`src/rtl/uart_rx_bram_loader.sv`:
```
// Purpose: receive 8N1 UART bytes and store them sequentially into the CA input-stream BRAM.
// Latency: the write strobe rises about 9.5 bit-times plus 3 clocks after the start-bit falling edge.
// Backpressure: none; the BRAM write port always accepts, and excess bytes only raise overflow.
module uart_rx_bram_loader #(
    parameter int          CLKS_PER_BIT = 5208,
    parameter int          ADDR_WIDTH   = 8,
    parameter logic [7:0]  END_BYTE     = 8'h0A
) (
    input  logic                  clk,
    input  logic                  rst,
    input  logic                  rxd,
    input  logic                  load_start,
    output logic                  bram_we,
    output logic [ADDR_WIDTH-1:0] bram_addr,
    output logic [7:0]            bram_wdata,
    output logic [ADDR_WIDTH:0]   byte_count,
    output logic                  load_done,
    output logic                  frame_err,
    output logic                  overflow
);

    // Timer only ever needs to reach CLKS_PER_BIT-1.
    localparam int                TW      = $clog2(CLKS_PER_BIT);
    localparam logic [TW-1:0]     HALF_M1 = TW'(CLKS_PER_BIT / 2 - 1);
    localparam logic [TW-1:0]     FULL_M1 = TW'(CLKS_PER_BIT - 1);
    localparam logic [ADDR_WIDTH:0] CAPACITY = {1'b1, {ADDR_WIDTH{1'b0}}};

    typedef enum logic [2:0] {
        S_IDLE   = 3'd0,
        S_START  = 3'd1,
        S_DATA   = 3'd2,
        S_STOP   = 3'd3,
        S_COMMIT = 3'd4
    } state_t;

    // Receiver state
    logic [1:0]      sync_q;
    logic            rx_s;
    state_t          state_q, state_d;
    logic [TW-1:0]   timer_q, timer_d;
    logic [2:0]      bit_idx_q, bit_idx_d;
    logic [7:0]      shift_q, shift_d;
    logic            stop_q, stop_d;

    // Loader state
    logic                  we_q, we_d;
    logic [ADDR_WIDTH-1:0] addr_q, addr_d;
    logic [7:0]            wdata_q, wdata_d;
    logic [ADDR_WIDTH:0]   count_q, count_d;
    logic [ADDR_WIDTH:0]   count_inc;
    logic                  done_q, done_d;
    logic                  ferr_q, ferr_d;
    logic                  ovf_q, ovf_d;

    assign rx_s      = sync_q[1];
    assign count_inc = count_q + 1'b1;

    // Two-flop synchronizer for the asynchronous RX pin; resets to the idle-high level.
    always_ff @(posedge clk or posedge rst) begin
        if (rst) begin
            sync_q <= 2'b11;
        end else begin
            sync_q <= {sync_q[0], rxd};
        end
    end

    // Receiver state registers.
    always_ff @(posedge clk or posedge rst) begin
        if (rst) begin
            state_q   <= S_IDLE;
            timer_q   <= '0;
            bit_idx_q <= '0;
            shift_q   <= '0;
            stop_q    <= 1'b1;
        end else begin
            state_q   <= state_d;
            timer_q   <= timer_d;
            bit_idx_q <= bit_idx_d;
            shift_q   <= shift_d;
            stop_q    <= stop_d;
        end
    end

    // Receiver next state: start qualified at mid start bit, data/stop sampled one bit-time apart.
    always_comb begin
        state_d   = state_q;
        timer_d   = timer_q;
        bit_idx_d = bit_idx_q;
        shift_d   = shift_q;
        stop_d    = stop_q;
        case (state_q)
            S_IDLE: begin
                if (!rx_s) begin
                    state_d = S_START;
                    timer_d = '0;
                end
            end
            S_START: begin
                if (timer_q == HALF_M1) begin
                    timer_d   = '0;
                    bit_idx_d = '0;
                    // A line that is high again at mid start bit was only a glitch.
                    state_d   = rx_s ? S_IDLE : S_DATA;
                end else begin
                    timer_d = timer_q + 1'b1;
                end
            end
            S_DATA: begin
                if (timer_q == FULL_M1) begin
                    timer_d = '0;
                    shift_d = {rx_s, shift_q[7:1]};
                    if (bit_idx_q == 3'd7) begin
                        state_d = S_STOP;
                    end else begin
                        bit_idx_d = bit_idx_q + 1'b1;
                    end
                end else begin
                    timer_d = timer_q + 1'b1;
                end
            end
            S_STOP: begin
                if (timer_q == FULL_M1) begin
                    timer_d = '0;
                    stop_d  = rx_s;
                    state_d = S_COMMIT;
                end else begin
                    timer_d = timer_q + 1'b1;
                end
            end
            S_COMMIT: begin
                state_d = S_IDLE;
            end
            default: begin
                state_d = S_IDLE;
            end
        endcase
    end

    // Loader registers: BRAM write port, count and status flags.
    always_ff @(posedge clk or posedge rst) begin
        if (rst) begin
            we_q    <= 1'b0;
            addr_q  <= '0;
            wdata_q <= '0;
            count_q <= '0;
            done_q  <= 1'b0;
            ferr_q  <= 1'b0;
            ovf_q   <= 1'b0;
        end else begin
            we_q    <= we_d;
            addr_q  <= addr_d;
            wdata_q <= wdata_d;
            count_q <= count_d;
            done_q  <= done_d;
            ferr_q  <= ferr_d;
            ovf_q   <= ovf_d;
        end
    end

    // Commit decision; a rearm pulse wins over a commit landing in the same cycle.
    always_comb begin
        we_d    = 1'b0;
        addr_d  = addr_q;
        wdata_d = wdata_q;
        count_d = count_q;
        done_d  = done_q;
        ferr_d  = ferr_q;
        ovf_d   = ovf_q;
        if (load_start) begin
            count_d = '0;
            done_d  = 1'b0;
            ferr_d  = 1'b0;
            ovf_d   = 1'b0;
        end else if (state_q == S_COMMIT) begin
            if (!stop_q) begin
                ferr_d = 1'b1;
            end else if (done_q) begin
                ovf_d = 1'b1;
            end else if (shift_q == END_BYTE) begin
                done_d = 1'b1;
            end else begin
                we_d    = 1'b1;
                addr_d  = count_q[ADDR_WIDTH-1:0];
                wdata_d = shift_q;
                count_d = count_inc;
                // Full memory ends the load so the address can never wrap.
                if (count_inc == CAPACITY) begin
                    done_d = 1'b1;
                end
            end
        end
    end

    assign bram_we    = we_q;
    assign bram_addr  = addr_q;
    assign bram_wdata = wdata_q;
    assign byte_count = count_q;
    assign load_done  = done_q;
    assign frame_err  = ferr_q;
    assign overflow   = ovf_q;

endmodule
```
`config.mk`:
```
export PLATFORM = sky130hd
export DESIGN_NAME = uart_rx_bram_loader
export DESIGN_NICKNAME = d
export VERILOG_FILES = /design/src/rtl/uart_rx_bram_loader.sv
export SDC_FILE = /design/constraint.sdc
export NUM_CORES = 1
export LEC_CHECK = 0
export ABC_AREA = 1
export BUFFER_PORTS_ARGS = -buffer_cell sky130_fd_sc_hd__buf_4
export CAP_MARGIN = 5
export CORE_ASPECT_RATIO = 0.9
export CORE_UTILIZATION = 58
export CTS_BUF_LIST = sky130_fd_sc_hd__clkbuf_16
export DETAILED_ROUTE_END_ITERATION = 6
export PLACE_DENSITY_LB_ADDON = 0.25
export SLEW_MARGIN = 20
export SYNTH_ARGS = -nofsm -noshare
export SYNTH_HDL_FRONTEND = slang
export SYNTH_SLANG_ARGS = --single-unit
```
`constraint.sdc`:
```
create_clock -name clk -period 1.7 [get_ports clk]
set_input_delay 0.085 -clock clk [delete_from_list [all_inputs] [get_ports clk]]
set_output_delay 0.085 -clock clk [all_outputs]
set_load 0.03 [all_outputs]
```
==> results.md, run 1 <==
- Run status: finished, violations left
- Violated checks: negative setup slack
- Number of buffers added by the clock tree synthesis step: 9
- Number of max-slew violations in the final report: 0
- Setup-violating endpoint count in the final report: 1
- Maximum fanout encountered on the critical timing path: 7
- Top area cells in the synthesized netlist: sky130_fd_sc_hd__dfrtp_1, sky130_fd_sc_hd__nand2_1, sky130_fd_sc_hd__inv_1
- Clock tree from TritonCTS: yes
- Routed length per placed instance: between 10 and 15 um
- Detailed-route via count: 2,735
- Standard-cell rows: 24
- Setup slack of the most critical reg-to-reg path: -0.006 ns
- Class of the worst hold path: in2async
- Final #Nets: approximately 460
- Worst supply voltage drop on vdd: 0.0007703 V
- Total congestion overflow: 0
- Io pins: 33
- Worst hold slack: 0.2903 ns
- Kind of launch point of the worst setup path: register
- Post-CTS clock slew at the launch and capture registers of the worst setup and hold paths: 0.05 ns
- Post-synthesis sequential area ratio: 0.5015
- Last weighted congestion value of the routability-driven placer: 0.8857
- Post-synthesis instance area: 2952 sq um
- LEAKAGE: 2.048 nW
- CTS root buf: sky130_fd_sc_hd__clkbuf_16
- Sum of internal, switching and leakage power: around 0.0032 W
- Warning count from the yosys run: 0
- Share of the synthesized area in the top cell type: 0.4748
- Cell area power density: between 800 and 900 nW/um^2
- Unique masters post-synth: 26
- Least-Margin Pin Slew: 0.4127 ns
- Layout overhead on the synthesized area: 28.11%
- Max-slew headroom: 0.7228
- DR vias/cell: 5.229
- Final clock period utilization by the worst path: 1.003
- DIE WIDTH: 77.20 um
- Synth Flop Type: sky130_fd_sc_hd__dfrtp_1
- Synthesis-stage register bit count: 59
- Final Hold Fails: 0
- FMAX: between 500 and 600 MHz
- Number of enable flip-flop cells after synthesis: 0
- Most repeated cell in the gate-level netlist after synthesis: sky130_fd_sc_hd__nand2_1
- Final WL: 7606 um
- Gate count of the mapped netlist: 394
- Total iterations of the first detailed-routing run: 5
- Die extent in y: 69.68 um
- DR iter-0 viols: 139
- Number of sinks on the clock net: 59
- Arrival time at the worst endpoint: approximately 1.9 ns
- Starting Density: 0.6067
- Cell types with the highest counts after synthesis: sky130_fd_sc_hd__nand2_1, sky130_fd_sc_hd__dfrtp_1, sky130_fd_sc_hd__inv_1
- Level count of the clock H-tree: 3
- Wire length of the first global-routing pass: ~12,000 um
- Synthesized-area fraction occupied by and/or/nand/nor cells: 0.3396
- Multiplexer share of the synthesized area: 0
- Synthesized area divided by synthesized cell count: 7.491 sq um
- Post-layout minimum cycle time: 1.706 ns
- Largest family of logic cells by synthesized area: simple AND/OR/NAND/NOR gates
- Die area: 5379 sq um
- Clock tree buffer depth: 2
- Crit path setup slack, layout: -0.005658 ns
- Req. time, crit path: 1.91 ns
- Adder-cell area share of the yosys netlist: 0.02120
- Share of flip-flops with an asynchronous set or reset after synthesis: 1.000
- Antenna Diode Count: 0
- Ratio of cells with drive above 1 in the final layout: 0.1987
- Number of nets still failing antenna checks after routing: 0
- WS Path Type: reg2reg
- Count of buffers inserted at the top-level ports: 32
- Global-route usage over all layers: 0.2847
- Floorplan Core Area: 4865 sq um
- Clock latency of the later-clocked register in the worst-skew pair: between 0.3 and 0.4 ns
- DP HPWL: 4565 um
- DRC violations left: 0
- Synthesized Nets: about 400
- Most area-hungry cell type in the Yosys netlist: sky130_fd_sc_hd__dfrtp_1
- Reported max-cap violation count: 0
- Number of global-route vias before repair: 2,511
- Setup crit end kind: register
- Antenna violations before repair: 0
- Xor/xnor cell area share of the yosys netlist: 0.005935
- Post-synthesis compound-gate area fraction: 0.04875
- Layout Skew: around 0.0066 ns
- Maximum number of pins on one net before global-route repair: 27
[per-layer routing]
layer	vias up	share of wire	wire length (um)	track usage
li1	1339	-	-	-
met1	1280	0.44	3345	0.3916
met2	99	0.47	3602	0.4326
met3	17	0.065	493	0.08026
met4	0	0.022	165	0.09853
met5	-	0	0	0
[flip-flops by register name, indices dropped and copies added, names as in the netlist, 2 cells and up]
register / flops
bram_addr: 8
sync_q: 2
bram_wdata: 8
bit_idx_q: 3
state_q: 3
timer_q: 13
shift_q: 8
byte_count: 9
[worst paths after layout]
check / start / end / cells after the start
setup / recovery: state_q[2] / bram_addr[2] / 10
setup reg to reg: state_q[2] / bram_addr[2] / 10
min in group clk: sync_q[0] / sync_q[1] / 0
hold reg to reg: sync_q[0] / sync_q[1] / 0
hold / removal: rst / bit_idx_q[2] / 3
max in group asynchronous: rst / sync_q[0] / 4
[per-stage QoR]
| step | TNS (ns) | worst slack (ns) | util | instances | area, sq um |
|---|---|---|---|---|---|
| after CTS | 0 | 0.01452 | 0.7485 | 516 | 3641 |
| after detailed placement | 0 | 0.006132 | 0.6826 | 497 | 3321 |
| final | -0.005658 | -0.005658 | 0.7773 | 523 | 3781 |
| after global routing | -0.8488 | -0.1004 | 0.7773 | 523 | 3781 |
| after global placement | 0 | 0.06646 | 0.6826 | 497 | 3321 |
| after floorplan | 0 | 0.1636 | - | 394 | 2952 |
[area by class of cell]
class | instances | area (sq um)
Clock inverter | 7 | 60.06
Fill cell | 345 | 1084
Timing Repair Buffer | 53 | 421.7
Tap cell | 65 | 81.33
Sequential cell | 59 | 1484
Multi-Input combinational cell | 276 | 1304
Inverter | 54 | 205.2
Clock buffer | 9 | 225.2
[cells by family (layout without fill, tap and decap cells)]
kind of cell    after synthesis  in the layout
simple gates                240            241
buf+inv                      60            123
flops                        59             59
compound gates               28             28
fa+ha+maj                     5              5
xor+xnor                      2              2
[worst max-delay path, stage by stage, from the launching register on]
cell and delay (ns):
sky130_fd_sc_hd__dfrtp_1 0.39, sky130_fd_sc_hd__inv_2 0.10, sky130_fd_sc_hd__nor3_2 0.24, sky130_fd_sc_hd__nand2_1 0.11
sky130_fd_sc_hd__nor2_2 0.16, sky130_fd_sc_hd__nand2_4 0.11, sky130_fd_sc_hd__inv_4 0.08, sky130_fd_sc_hd__nand2_4 0.07
sky130_fd_sc_hd__buf_4 0.18, sky130_fd_sc_hd__nand2_1 0.08, sky130_fd_sc_hd__nand2_1 0.06
[power breakdown]
group          switching [W]  total [W]  internal, W
sequential        0.00000300    0.00141      0.00141
combinational      0.0000397  0.0000542    0.0000145
clock               0.000625    0.00174      0.00111
[layout by cell type, fill, tap and decap left out, types with 6 or more instances in the layout]
master                      count
sky130_fd_sc_hd__nand2_1      153
sky130_fd_sc_hd__dfrtp_1       53
sky130_fd_sc_hd__inv_1         52
sky130_fd_sc_hd__buf_4         48
sky130_fd_sc_hd__nor2_1        29
sky130_fd_sc_hd__nand3_1       27
sky130_fd_sc_hd__o21ai_0       20
sky130_fd_sc_hd__clkbuf_16      9
sky130_fd_sc_hd__nor3_1         7
sky130_fd_sc_hd__a21oi_1        6
[what timing repair did]
| action | in CTS | in global routing |
|---|---|---|
| resized for setup | 2 | 23 |
| endpoints found under the setup margin | 6 | 40 |
| hold buffers | 3 | 0 |
| endpoints found under the hold margin | 16 | 0 |
| gates cloned | 0 | 2 |
| setup buffers | 0 | 5 |
| pin swaps | 0 | 5 |
No activity file was read; power rests on OpenSTA's default activity.
==> inputs of run 2 (changes only) <==
--- a/config.mk
+++ b/config.mk
@@ -12,7 +12,7 @@
 export CORE_UTILIZATION = 58
 export CTS_BUF_LIST = sky130_fd_sc_hd__clkbuf_16
 export DETAILED_ROUTE_END_ITERATION = 6
-export PLACE_DENSITY_LB_ADDON = 0.25
+export PLACE_DENSITY = 0.77
 export SLEW_MARGIN = 20
 export SYNTH_ARGS = -nofsm -noshare
 export SYNTH_HDL_FRONTEND = slang
==> results.md, run 2 (synthesis gave the netlist of run 1 again) <==
- Setup crit end kind: register
- Reported max-cap violation count: 0 (unchanged)
- Final WL: 7008 um (-7.9%)
- Count of buffers inserted at the top-level ports: 32 (unchanged)
- Level count of the clock H-tree: 3 (unchanged)
- Worst supply voltage drop on vdd: 0.0008875 V (+15%)
- Post-layout minimum cycle time: 1.697 ns (-0.008759 ns)
- Leading cell types in the layout, fill and taps excluded: sky130_fd_sc_hd__nand2_1, sky130_fd_sc_hd__inv_1, sky130_fd_sc_hd__dfrtp_1
- Die area: 5379 sq um (unchanged)
- Final #Nets: 459 (-0.65%)
- Floorplan Core Area: 4865 sq um (unchanged)
- Die extent in y: 69.68 um (unchanged)
- LEAKAGE: 2.074 nW (+1.3%)
- Part of the total power dissipated in combinational logic: 0.016 (about the same)
- FMAX: 589.3 MHz (+0.52%)
- Max-slew headroom: 0.6862 (-0.03653)
- Power share of the clock group: 0.579 (+0.037)
- DIE WIDTH: 77.20 um (unchanged)
- Setup tns final: 0 ns (+0.005658 ns)
- Detailed-route via count: 2,785 (+1.8%)
- Arrival time at the worst endpoint: 1.91 ns (about the same)
- Most flop-heavy register: timer_q
- Run status: completed
- Last weighted congestion value of the routability-driven placer: 0.9206 (+3.9%)
- Ratio of cells with drive above 1 in the final layout: 0.2000 (+0.001310)
- Maximum number of pins on one net before global-route repair: 27 (unchanged)
- Standard-cell rows: 24 (unchanged)
- Starting Density: 0.6067 (unchanged)
- Total congestion overflow: 0 (unchanged)
- Sequential Power Share: 0.405 (-0.036)
- Cell area power density: 913.2 nW/um^2 (+7.7%)
- Global-route usage over all layers: 0.2688 (-0.01591)
- DR iter-0 viols: 200 (+44%)
- Clock latency of the later-clocked register in the worst-skew pair: 0.32 ns (about the same)
- Sum of internal, switching and leakage power: 0.003495 W (+9.0%)
- Clock tree buffer depth: 2 (unchanged)
- Final clock period utilization by the worst path: 0.9982 (-0.005152)
- DR vias/cell: 5.356 (+2.4%)
- Layout overhead on the synthesized area: 29.67%
- Net switching power: 0.0006549 W (-1.9%)
- Least-Margin Pin Slew: 0.4699 ns (+0.05728 ns)
- Antenna Diode Count: 0 (unchanged)
- Number of max-slew violations in the final report: 0 (unchanged)
- CTS root buf: sky130_fd_sc_hd__clkbuf_16
- WS Path Type: reg2reg
- Kind of launch point of the worst setup path: register
- Most common library cell in the layout ignoring fill and taps: sky130_fd_sc_hd__nand2_1
- Cell Area, Placed: 3346 sq um (+0.75%)
- Antenna violations before repair: 0 (unchanged)
- Internal power of the cells: 0.002840 W (+12%)
- Post-CTS clock slew at the launch and capture registers of the worst setup and hold paths: 0.05 ns (about the same)
- Wire length of the first global-routing pass: 11,200 um (-4.8%)
- Sw Ratio: 0.1874 (-0.02089)
- Number of buffers added by the clock tree synthesis step: 9 (unchanged)
- Number of global-route vias before repair: 2,474 (-1.5%)
- Number of nets still failing antenna checks after routing: 0 (unchanged)
- Post-route cell area: 3827 sq um (+1.2%)
- Routed length per placed instance: 13.48 um (-7.3%)
- Req. time, crit path: 1.91 ns (about the same)
- Layout Skew: 0.004163 ns (-0.002388 ns)
- DP HPWL: 4362 um (-4.4%)
- Clock tree from TritonCTS: yes
- Final Hold Fails: 0 (unchanged)
- Worst hold slack: 0.04041 ns (-0.2499 ns)
- Total iterations of the first detailed-routing run: 5 (unchanged)
- Setup-violating endpoint count in the final report: 0 (-1)
- Class of the worst hold path: in2reg
- Flip-flop count of the largest register after layout: 13 (unchanged)
- Number of sinks on the clock net: 59 (unchanged)
- End-of-flow core utilization: 0.7868 (+0.009517)
- Maximum fanout encountered on the critical timing path: 5 (-2)
- DRC violations left: 0 (unchanged)
- Io pins: 33 (unchanged)
- Filler Cell Count: 335 (-2.9%)
run 2: cell count changes in the layout (fill, tap and decap cells not counted), moves of 2 or more:
cell	change
sky130_fd_sc_hd__nor2_2	+2
sky130_fd_sc_hd__bufinv_16	+2
sky130_fd_sc_hd__nor3_1	-2
sky130_fd_sc_hd__buf_4	-4
run 2: area by class of cell:
| type | count | area (sq um) | area share |
|---|---|---|---|
| Clock inverter | 7 | 107.6 | 0.02811 |
| Multi-Input combinational cell | 277 | 1324 | 0.3459 |
| Tap cell | 65 | 81.33 | 0.02125 |
| Sequential cell | 59 | 1485 | 0.3880 |
| Timing Repair Buffer | 49 | 401.6 | 0.1049 |
| Inverter | 54 | 202.7 | 0.05296 |
| Clock buffer | 9 | 225.2 | 0.05884 |
run 2: per-layer routing:
layer / track usage / share of wire / vias up
met5: 0 / 0 / -
met4: 0.09224 / 0.018 / 0
met3: 0.08289 / 0.072 / 16
met2: 0.4159 / 0.46 / 123
met1: 0.3591 / 0.45 / 1309
li1: - / - / 1337
run 2: power groups by stage:
stage / clock [W] / sequential [W] / combinational [W]
2_1_floorplan: 0 / 0.00144 / 0.0000249
3_3_place_gp: 0 / 0.00144 / 0.0000506
5_1_grt: 0.00210 / 0.00141 / 0.0000635
4_1_cts: 0.00204 / 0.00141 / 0.0000561
6_report: 0.00203 / 0.00141 / 0.0000560
3_5_place_dp: 0 / 0.00144 / 0.0000508
run 2: final timing paths:
check                            from  cells past startpoint  slack [ns]         end
max in group asynchronous         rst                      4        0.78   sync_q[0]
min reg2reg                 sync_q[0]                      0        0.36   sync_q[1]
max                        timer_q[1]                     10       0.003  state_q[0]
min                        load_start                      2        0.04    overflow
min in group asynchronous         rst                      3        0.35  shift_q[3]
max reg2reg                timer_q[1]                     10       0.003  state_q[0]
run 2: what timing repair did:
item / 4_1_cts / 5_1_grt
setup endpoints to repair: 23 / 39
endpoints found under the hold margin: 21 / 0
gates resized for setup: 0 / 24
hold buffers: 2 / 0
buffers inserted: 2 / 1
cloned: 1 / 1
pin swaps: 2 / 6
run 2: through the flow:
stage | std cells | setup WS [ns]
final | 520 | 0.003100
after detailed placement | 497 | 0.004320
after CTS | 518 | 0.006530
after global placement | 497 | 0.07819
after global routing | 520 | -0.1151
after floorplan | 394 | 0.1636
run 2: worst max-delay path, cell delays in order (launching register included):
cell and delay, ns:
sky130_fd_sc_hd__dfrtp_1 0.42, sky130_fd_sc_hd__ha_4 0.18, sky130_fd_sc_hd__nand2_1 0.07, sky130_fd_sc_hd__nor2_1 0.12
sky130_fd_sc_hd__nand3_1 0.12, sky130_fd_sc_hd__nand2_1 0.13, sky130_fd_sc_hd__nand2_1 0.10, sky130_fd_sc_hd__nor2_2 0.19
sky130_fd_sc_hd__nand2_1 0.12, sky130_fd_sc_hd__nand2_1 0.07, sky130_fd_sc_hd__nand2_1 0.05
